$ cat src/rtl/llc_cmd_issuer.sv
// LLC command issuer: buffers trace records in a small FIFO and issues them to the
// LLC one at a time, waiting for a hit/miss response and keeping saturating statistics.
module llc_cmd_issuer #(
  parameter int DEPTH   = 4,
  parameter int CNT_W   = 16,
  parameter int TIMEOUT = 255
) (
  input  logic             clk,
  input  logic             rst,
  input  logic             in_valid,
  output logic             in_ready,
  input  logic [4:0]       in_cmd,
  input  logic [31:0]      in_addr,
  output logic             cmd_valid,
  input  logic             cmd_ready,
  output logic [4:0]       command,
  output logic [31:0]      address,
  input  logic             rsp_valid,
  input  logic             rsp_hit,
  output logic [CNT_W-1:0] rd_cnt,
  output logic [CNT_W-1:0] wr_cnt,
  output logic [CNT_W-1:0] hit_cnt,
  output logic [CNT_W-1:0] miss_cnt,
  output logic [CNT_W-1:0] drop_cnt,
  output logic             timeout_err,
  output logic             busy
);

  localparam int AW = $clog2(DEPTH);
  localparam logic [15:0] TO_LAST = 16'(TIMEOUT - 1);

  typedef enum logic [1:0] {IDLE, ISSUE, WAIT_RSP} state_t;

  state_t           state_q, state_d;
  logic [AW:0]      wr_ptr_q, wr_ptr_d, rd_ptr_q, rd_ptr_d;
  logic [4:0]       mem_cmd  [DEPTH];
  logic [31:0]      mem_addr [DEPTH];
  logic [4:0]       cmd_q, cmd_d;
  logic [31:0]      addr_q, addr_d;
  logic             cmd_valid_q, cmd_valid_d;
  logic [15:0]      timer_q, timer_d;
  logic             timeout_q, timeout_d;
  logic [CNT_W-1:0] rd_q, rd_d, wr_q, wr_d, hit_q, hit_d, miss_q, miss_d, drop_q, drop_d;

  logic legal, full, empty, push, drop, pop, handshake;

  function automatic logic [CNT_W-1:0] sat_inc(input logic [CNT_W-1:0] v);
    return (&v) ? v : v + CNT_W'(1);
  endfunction

  assign legal     = (in_cmd <= 5'd6) || (in_cmd == 5'd8) || (in_cmd == 5'd9);
  assign full      = (wr_ptr_q[AW] != rd_ptr_q[AW]) && (wr_ptr_q[AW-1:0] == rd_ptr_q[AW-1:0]);
  assign empty     = (wr_ptr_q == rd_ptr_q);
  assign push      = in_valid && legal && !full;
  assign drop      = in_valid && !legal;
  assign pop       = (state_q == IDLE) && !empty;
  assign handshake = cmd_valid_q && cmd_ready;

  always_ff @(posedge clk) begin
    if (push) begin
      mem_cmd[wr_ptr_q[AW-1:0]]  <= in_cmd;
      mem_addr[wr_ptr_q[AW-1:0]] <= in_addr;
    end
  end

  always_comb begin
    state_d     = state_q;
    cmd_d       = cmd_q;
    addr_d      = addr_q;
    timer_d     = timer_q;
    timeout_d   = timeout_q;
    rd_d        = rd_q;
    wr_d        = wr_q;
    hit_d       = hit_q;
    miss_d      = miss_q;
    drop_d      = drop ? sat_inc(drop_q) : drop_q;
    wr_ptr_d    = wr_ptr_q + (AW+1)'(push);
    rd_ptr_d    = rd_ptr_q + (AW+1)'(pop);
    // cmd_valid is presented one cycle after entering ISSUE and drops on the handshake
    cmd_valid_d = (state_q == ISSUE) && !handshake;

    case (state_q)
      IDLE: begin
        if (!empty) begin
          cmd_d   = mem_cmd[rd_ptr_q[AW-1:0]];
          addr_d  = mem_addr[rd_ptr_q[AW-1:0]];
          state_d = ISSUE;
        end
      end
      ISSUE: begin
        if (handshake) begin
          timer_d = '0;
          state_d = WAIT_RSP;
        end
      end
      WAIT_RSP: begin
        if (rsp_valid) begin
          state_d = IDLE;
          case (cmd_q)
            5'd0, 5'd1, 5'd2: begin
              if (cmd_q == 5'd1) wr_d = sat_inc(wr_q);
              else               rd_d = sat_inc(rd_q);
              if (rsp_hit) hit_d  = sat_inc(hit_q);
              else         miss_d = sat_inc(miss_q);
            end
            5'd8: begin
              rd_d   = '0;
              wr_d   = '0;
              hit_d  = '0;
              miss_d = '0;
            end
            default: ;
          endcase
        end else if (timer_q == TO_LAST) begin
          timeout_d = 1'b1;
          state_d   = IDLE;
        end else begin
          timer_d = timer_q + 16'd1;
        end
      end
      default: state_d = IDLE;
    endcase
  end

  always_ff @(posedge clk or posedge rst) begin
    if (rst) begin
      state_q     <= IDLE;
      wr_ptr_q    <= '0;
      rd_ptr_q    <= '0;
      cmd_q       <= '0;
      addr_q      <= '0;
      cmd_valid_q <= 1'b0;
      timer_q     <= '0;
      timeout_q   <= 1'b0;
      rd_q        <= '0;
      wr_q        <= '0;
      hit_q       <= '0;
      miss_q      <= '0;
      drop_q      <= '0;
    end else begin
      state_q     <= state_d;
      wr_ptr_q    <= wr_ptr_d;
      rd_ptr_q    <= rd_ptr_d;
      cmd_q       <= cmd_d;
      addr_q      <= addr_d;
      cmd_valid_q <= cmd_valid_d;
      timer_q     <= timer_d;
      timeout_q   <= timeout_d;
      rd_q        <= rd_d;
      wr_q        <= wr_d;
      hit_q       <= hit_d;
      miss_q      <= miss_d;
      drop_q      <= drop_d;
    end
  end

  assign in_ready    = !full;
  assign cmd_valid   = cmd_valid_q;
  assign command     = cmd_q;
  assign address     = addr_q;
  assign rd_cnt      = rd_q;
  assign wr_cnt      = wr_q;
  assign hit_cnt     = hit_q;
  assign miss_cnt    = miss_q;
  assign drop_cnt    = drop_q;
  assign timeout_err = timeout_q;
  assign busy        = !empty || (state_q != IDLE);

endmodule

$ cat config.mk
export PLATFORM = sky130hd
export DESIGN_NAME = llc_cmd_issuer
export DESIGN_NICKNAME = d
export VERILOG_FILES = /design/src/rtl/llc_cmd_issuer.sv
export SDC_FILE = /design/constraint.sdc
export NUM_CORES = 1
export LEC_CHECK = 0
export CORE_UTILIZATION = 55
export DETAILED_ROUTE_END_ITERATION = 10
export PLACE_DENSITY = 0.8
export SYNTH_ARGS = -nofsm -noshare
export SYNTH_HDL_FRONTEND = slang
export SYNTH_SLANG_ARGS = --single-unit
$ cat constraint.sdc
create_clock -name clk -period 6.1 [get_ports clk]
set_input_delay 1.525 -clock clk [delete_from_list [all_inputs] [get_ports clk]]
set_output_delay 1.525 -clock clk [all_outputs]
set_load 0.05 [all_outputs]
==> flow_summary.json, run 1 <==
{
  "final_layout_size_suffix_gt1_frac": 0.137,
  "io-pin-count": 164,
  "rsz0062_at_grt": "no",
  "synth_nets": 961,
  "hold_violations": 0,
  "grt_max_degree": 110,
  "largest_register_ff_count": 128,
  "power_density_nw_per_um2": 423,
  "setup_violations": 0,
  "hold-worst-slack_ps": 491,
  "clk_path_buf_depth": 3,
  "yosysSeqAreaShare": 0.644,
  "synthToLayoutAreaGrowth_pct": 23.5,
  "drv_slew": 0,
  "cp.required_ps": 4580,
  "startpoint_type": "flip-flop",
  "grt_pass1_vias": 8053,
  "dpl_cell_area_um2": 14400,
  "syn_avg_cell_area_um2": 13.7,
  "port_buffers": 163,
  "synth_top_family_by_area": "simple AND/OR/NAND/NOR gates",
  "drt_iter0_markers": 449,
  "yosys.area_share.simple": 0.117,
  "dp_hpwl_um": 17800,
  "clock.fmax_mhz": 224,
  "cts_tree": "done",
  "synth_seq_cells": 291,
  "power.total_mw": 6.51,
  "max-cap-violations": 0,
  "synth_edf_count": 148,
  "synth.area.mux_share": 0.104,
  "ir_worst_vdd_mv": 0.368,
  "cts.sinks": 291,
  "worst_slack_ps": 1640,
  "final_util": 0.699,
  "fin_area_um2": 15400,
  "fin_crit_sh": 0.731,
  "period_minus_slack_ps": 4460,
  "antenna_found_initial": 0,
  "setup_tns_ps": 0,
  "ant_nets": 0,
  "layout.nets": 1134,
  "die_w_um": 153,
  "worstMarginPinSlew_ps": 1280,
  "cp_max_fo": 39,
  "cp_data_arrival_time_ps": 2930,
  "end_kind": "output port",
  "cts_hold_buf": 0,
  "htree_levels": 1,
  "vias_per_cell": 6.06,
  "drc_errors": 11,
  "violations": "design-rule violations",
  "yosys.area_share.xor_xnor": 0.0204,
  "core_area_um2": 22000,
  "die_height_um": 153,
  "async_reset_ff_frac": 0.491,
  "dpl_worst_slack_ps": 1540,
  "fin_worst_skew_ps": 12.6,
  "outcome": "finished, violations left",
  "p_leak_nw": 5.71,
  "max_slew_margin": 0.135,
  "ctsResizeCount": 0,
  "rows": 54,
  "drt-total-wl_um": 27100,
  "gp_congestion": 0.891,
  "synth-main-ff-cell": "edfxtp_1",
  "synthCells": 907,
  "ys_warn_count": 0,
  "dpl.cell_count": 1329,
  "synth_fa_ha_area_frac": 0.0110,
  "grt_pass1_wl_um": 43000,
  "hold_class": "reg2reg",
  "vias": 8375,
  "cts_buffers": 29,
  "insertion_delay_ps": 550,
  "overflow": 0,
  "wl_per_cell_um": 19.6,
  "syn_area_um2": 12500,
  "ys_types": 62,
  "grt_use_total": 0.233,
  "n_antenna_cell": 0,
  "start_util": 0.566,
  "clockRootBuffer": "clkbuf_16",
  "final_cell_count_no_fill": 1383,
  "critPathKind": "reg2out",
  "dieArea_um2": 23300,
  "path_clk_slew_ps": 60,
  "synth_compound_area_frac": 0.0870,
  "postCtsSetupBuffers": 0,
  "first_pass_iters": 11
}
[power by group]
| part | internal, mW | total, mW | switching, mW |
|---|---|---|---|
| registers | 2.35 | 2.62 | 0.263 |
| clock network | 1.02 | 1.76 | 0.735 |
| logic | 0.892 | 2.14 | 1.25 |
[final cells by class]
cell class	count	area, µm²
Fill cell	1488	6640
Multi-Input combinational cell	564	4260
Clock inverter	13	128
Timing Repair Buffer	176	1730
Inverter	18	72.6
Tap cell	280	350
Sequential cell	291	8030
Clock buffer	41	821
[synth_stat cells (5+ instances only)]
cell | instances | area share
a21oi_1 | 19 | 0.0076
a31oi_1 | 28 | 0.014
a41oi_1 | 5 | 0.0035
and2_1 | 9 | 0.0045
and3_1 | 15 | 0.0075
and4_1 | 6 | 0.0042
clkbuf_1 | 27 | 0.0081
dfrtp_1 | 143 | 0.29
edfxtp_1 | 148 | 0.36
ha_1 | 11 | 0.011
inv_1 | 18 | 0.0054
mux2_2 | 38 | 0.034
mux4_2 | 37 | 0.067
nand2_1 | 70 | 0.021
nand3_1 | 46 | 0.018
nand4_1 | 29 | 0.015
nor2_1 | 47 | 0.014
nor3_1 | 12 | 0.0048
nor3b_1 | 7 | 0.0042
nor4_1 | 6 | 0.0030
o211ai_1 | 21 | 0.013
o21ai_0 | 43 | 0.017
o31ai_1 | 10 | 0.0060
or3_1 | 7 | 0.0035
or4_1 | 12 | 0.0072
xnor2_1 | 19 | 0.013
xor2_1 | 10 | 0.0070
[layer usage]
| layer | vias to the layer above | share of wire | global-route usage |
|---|---|---|---|
| met5 | - | 0 | 0 |
| met4 | 0 | 0.024 | 0.0616 |
| met3 | 46 | 0.066 | 0.0424 |
| met2 | 283 | 0.49 | 0.388 |
| met1 | 4158 | 0.42 | 0.319 |
| li1 | 3888 | - | - |
[cells in the final DEF (no fill, tap or decap), drive strengths merged, types with 4 or more instances in the layout]
cell             n
clkbuf          41
xor2            10
edfxtp         148
buf             13
mux2i            4
dfrtp          143
mux4            37
nor2            47
clkdlybuf4s50  163
xnor2           19
and4             6
nand3           46
clkinv          10
and2             9
nor4             6
a21oi           19
nor3b            7
o21ai           46
or4             13
nor3            12
inv             19
and3            15
or2              4
a31oi           28
o31ai           10
or3              7
ha              11
o2111ai          4
a41oi            5
o41ai            4
nand4           29
o211ai          21
mux2            38
nand2           70
[cell families (layout without fill, tap and decap cells)]
family,after synthesis,after routing
flip-flops,291,291
AND/OR/NAND/NOR,281,281
AO/OA/AOI/OAI,164,164
multiplexers,79,79
buffers and inverters,52,248
XOR/XNOR,29,29
adder cells (fa/ha/maj),11,11
[path summary, 6_finish.rpt]
kind / startpoint / endpoint / slack, ps / cells after the start
setup / recovery: rd_ptr_q[1] / busy / 1640 / 4
hold / removal: rd_ptr_q[2] / rd_ptr_q[2] / 490 / 1
setup reg to reg: rd_ptr_q[1] / mem_addr[3][3] / 3110 / 5
hold reg to reg: rd_ptr_q[2] / rd_ptr_q[2] / 490 / 1
max in group asynchronous: rst / address[11] / 3450 / 3
min in group asynchronous: rst / cmd_valid / 1590 / 2
[worst max-delay path, cell delays in order (launching register included)]
cell             delay (ps)
dfrtp_2                1000
xor2_1                  170
nor3b_1                 350
nand2_1                 130
clkdlybuf4s50_1         720
(Power assumes the default switching activity.)
==> run 2: changes to the inputs <==
- CORE_UTILIZATION: 55 -> 50
- PLACE_DENSITY: 0.8 -> 0.76
- clock period: 6.1 -> 3.6 ns (I/O delays scaled with it)
==> run 2 against run 1 <==
  * The flow now finishes without violations
  * Sequential share of layout area decreased by 0.99 points
  * Core utilization shrank 5.6 points
  * Register-to-register slack worse by 2000 ps
  * Worst setup slack worse by 1400 ps
  * Via count down 0.51%
  * Largest cell class unchanged
  * Largest power group unchanged
  * Highest routed layer unchanged
==> flow_summary.json, run 2 (same netlist as run 1, synthesis figures left out) <==
{
  "outcome": "complete, no violations",
  "rows": 57,
  "layout.nets": 1148,
  "cp_slowest_cell": "clkdlybuf4s50_1",
  "path_clk_slew_ps": 60,
  "cts_buffers": 30,
  "end_kind": "output port",
  "postCtsSetupBuffers": 0,
  "grt_pass1_wl_um": 43200,
  "synthToLayoutAreaGrowth_pct": 25.8,
  "ir_worst_vdd_mv": 0.616,
  "dieArea_um2": 25600,
  "vias": 8332,
  "layout_common_cells": "163 x clkdlybuf4s50_1, 148 x edfxtp_1, 141 x dfrtp_1",
  "grt_max_degree": 71,
  "vias_per_cell": 5.78,
  "path_delay_family": "buffers and inverters",
  "clk_path_buf_depth": 3,
  "grt_use_total": 0.212,
  "cp_data_arrival_time_ps": 2440,
  "insertion_delay_ps": 570,
  "setup_violations": 0,
  "hold_violations": 0,
  "cp_max_fo": 6,
  "cp_cell_sequence": "xor2_1 > nor3b_1 > nand2_1 > clkdlybuf4s50_1",
  "die_height_um": 160,
  "overflow": 0,
  "final_layout_size_suffix_gt1_frac": 0.153,
  "drt-total-wl_um": 26600,
  "worstMarginPinSlew_ps": 748,
  "clock.fmax_mhz": 299,
  "crit_path_start": "wr_ptr_q[1]",
  "fin_area_um2": 15700,
  "antenna_found_initial": 0,
  "max-cap-violations": 0,
  "grt_pass1_vias": 8199,
  "ctsResizeCount": 0,
  "core_area_um2": 24400,
  "drt_iter0_markers": 670,
  "ant_nets": 0,
  "gp_congestion": 0.859,
  "clockRootBuffer": "clkbuf_16",
  "io-pin-count": 164,
  "p_leak_nw": 5.82,
  "dpl_worst_slack_ps": 430,
  "worstHoldStart": "timeout_err",
  "largest_register_ff_count": 128,
  "hold_class": "reg2reg",
  "fin_worst_skew_ps": 40.6,
  "wl_per_cell_um": 18.4,
  "drc_errors": 0,
  "period_minus_slack_ps": 3340,
  "start_util": 0.511,
  "drv_slew": 0,
  "cts_hold_buf": 0,
  "rsz0062_at_grt": "no",
  "critPathKind": "reg2out",
  "n_antenna_cell": 0,
  "final_cell_count_no_fill": 1441,
  "max_slew_margin": 0.501,
  "setup_tns_ps": 0,
  "startpoint_type": "flip-flop",
  "worst_slack_ps": 259,
  "dp_hpwl_um": 17900,
  "power_density_nw_per_um2": 713,
  "r2r-start": "command[0]",
  "die_w_um": 160,
  "first_pass_iters": 5,
  "critical_path_buf_inv_count": 1,
  "dpl_cell_area_um2": 14700,
  "slowest_delay_ps": 730,
  "cts.sinks": 291,
  "dpl.cell_count": 1386,
  "cts_tree": "done",
  "final_util": 0.643,
  "fin_crit_sh": 0.928,
  "final_common_cell": "clkdlybuf4s50_1",
  "htree_levels": 1,
  "cp.required_ps": 2700,
  "port_buffers": 163
}
==> run 2: where the power goes <==
group	total [mW]	leakage, nW	internal, mW	switching, mW
combinational	3.74	2.12	1.53	2.21
sequential	4.32	3.19	3.99	0.337
clock	3.12	0.503	1.84	1.28
==> run 2: per-layer routing <==
metal	vias to the layer above	track usage	wire length (µm)	share of wire
li1	3905	-	-	-
met1	4092	0.291	11400	0.43
met5	-	0	0	0
met4	0	0.0532	464	0.017
met3	33	0.0486	2080	0.078
met2	302	0.343	12700	0.48
==> run 2: worst paths after layout <==
check                               to  slack, ps  cells past startpoint
max in group asynchronous  miss_cnt[6]       2270                      3
min in group asynchronous   address[2]        640                      2
setup reg to reg           hit_cnt[13]       1130                      5
hold / removal             timeout_err        470                      1
setup / recovery                  busy        260                      4
hold reg to reg            timeout_err        470                      1
==> run 2: final cells by class <==
cell class	count	area, µm²
inverters	18	71.3
fillers	1806	8710
clock inverters	15	164
clock buffers	40	868
well taps	324	405
flip-flops and latches	291	8030
repair buffers	189	1890
multi-input cells	564	4260
==> run 2: through the flow <==
step	power [mW]	hold WS [ps]
after floorplan	6.96	462
after global placement	8.10	475
after detailed placement	8.15	475
after CTS	11.3	488
after global routing	11.7	508
final	11.2	472
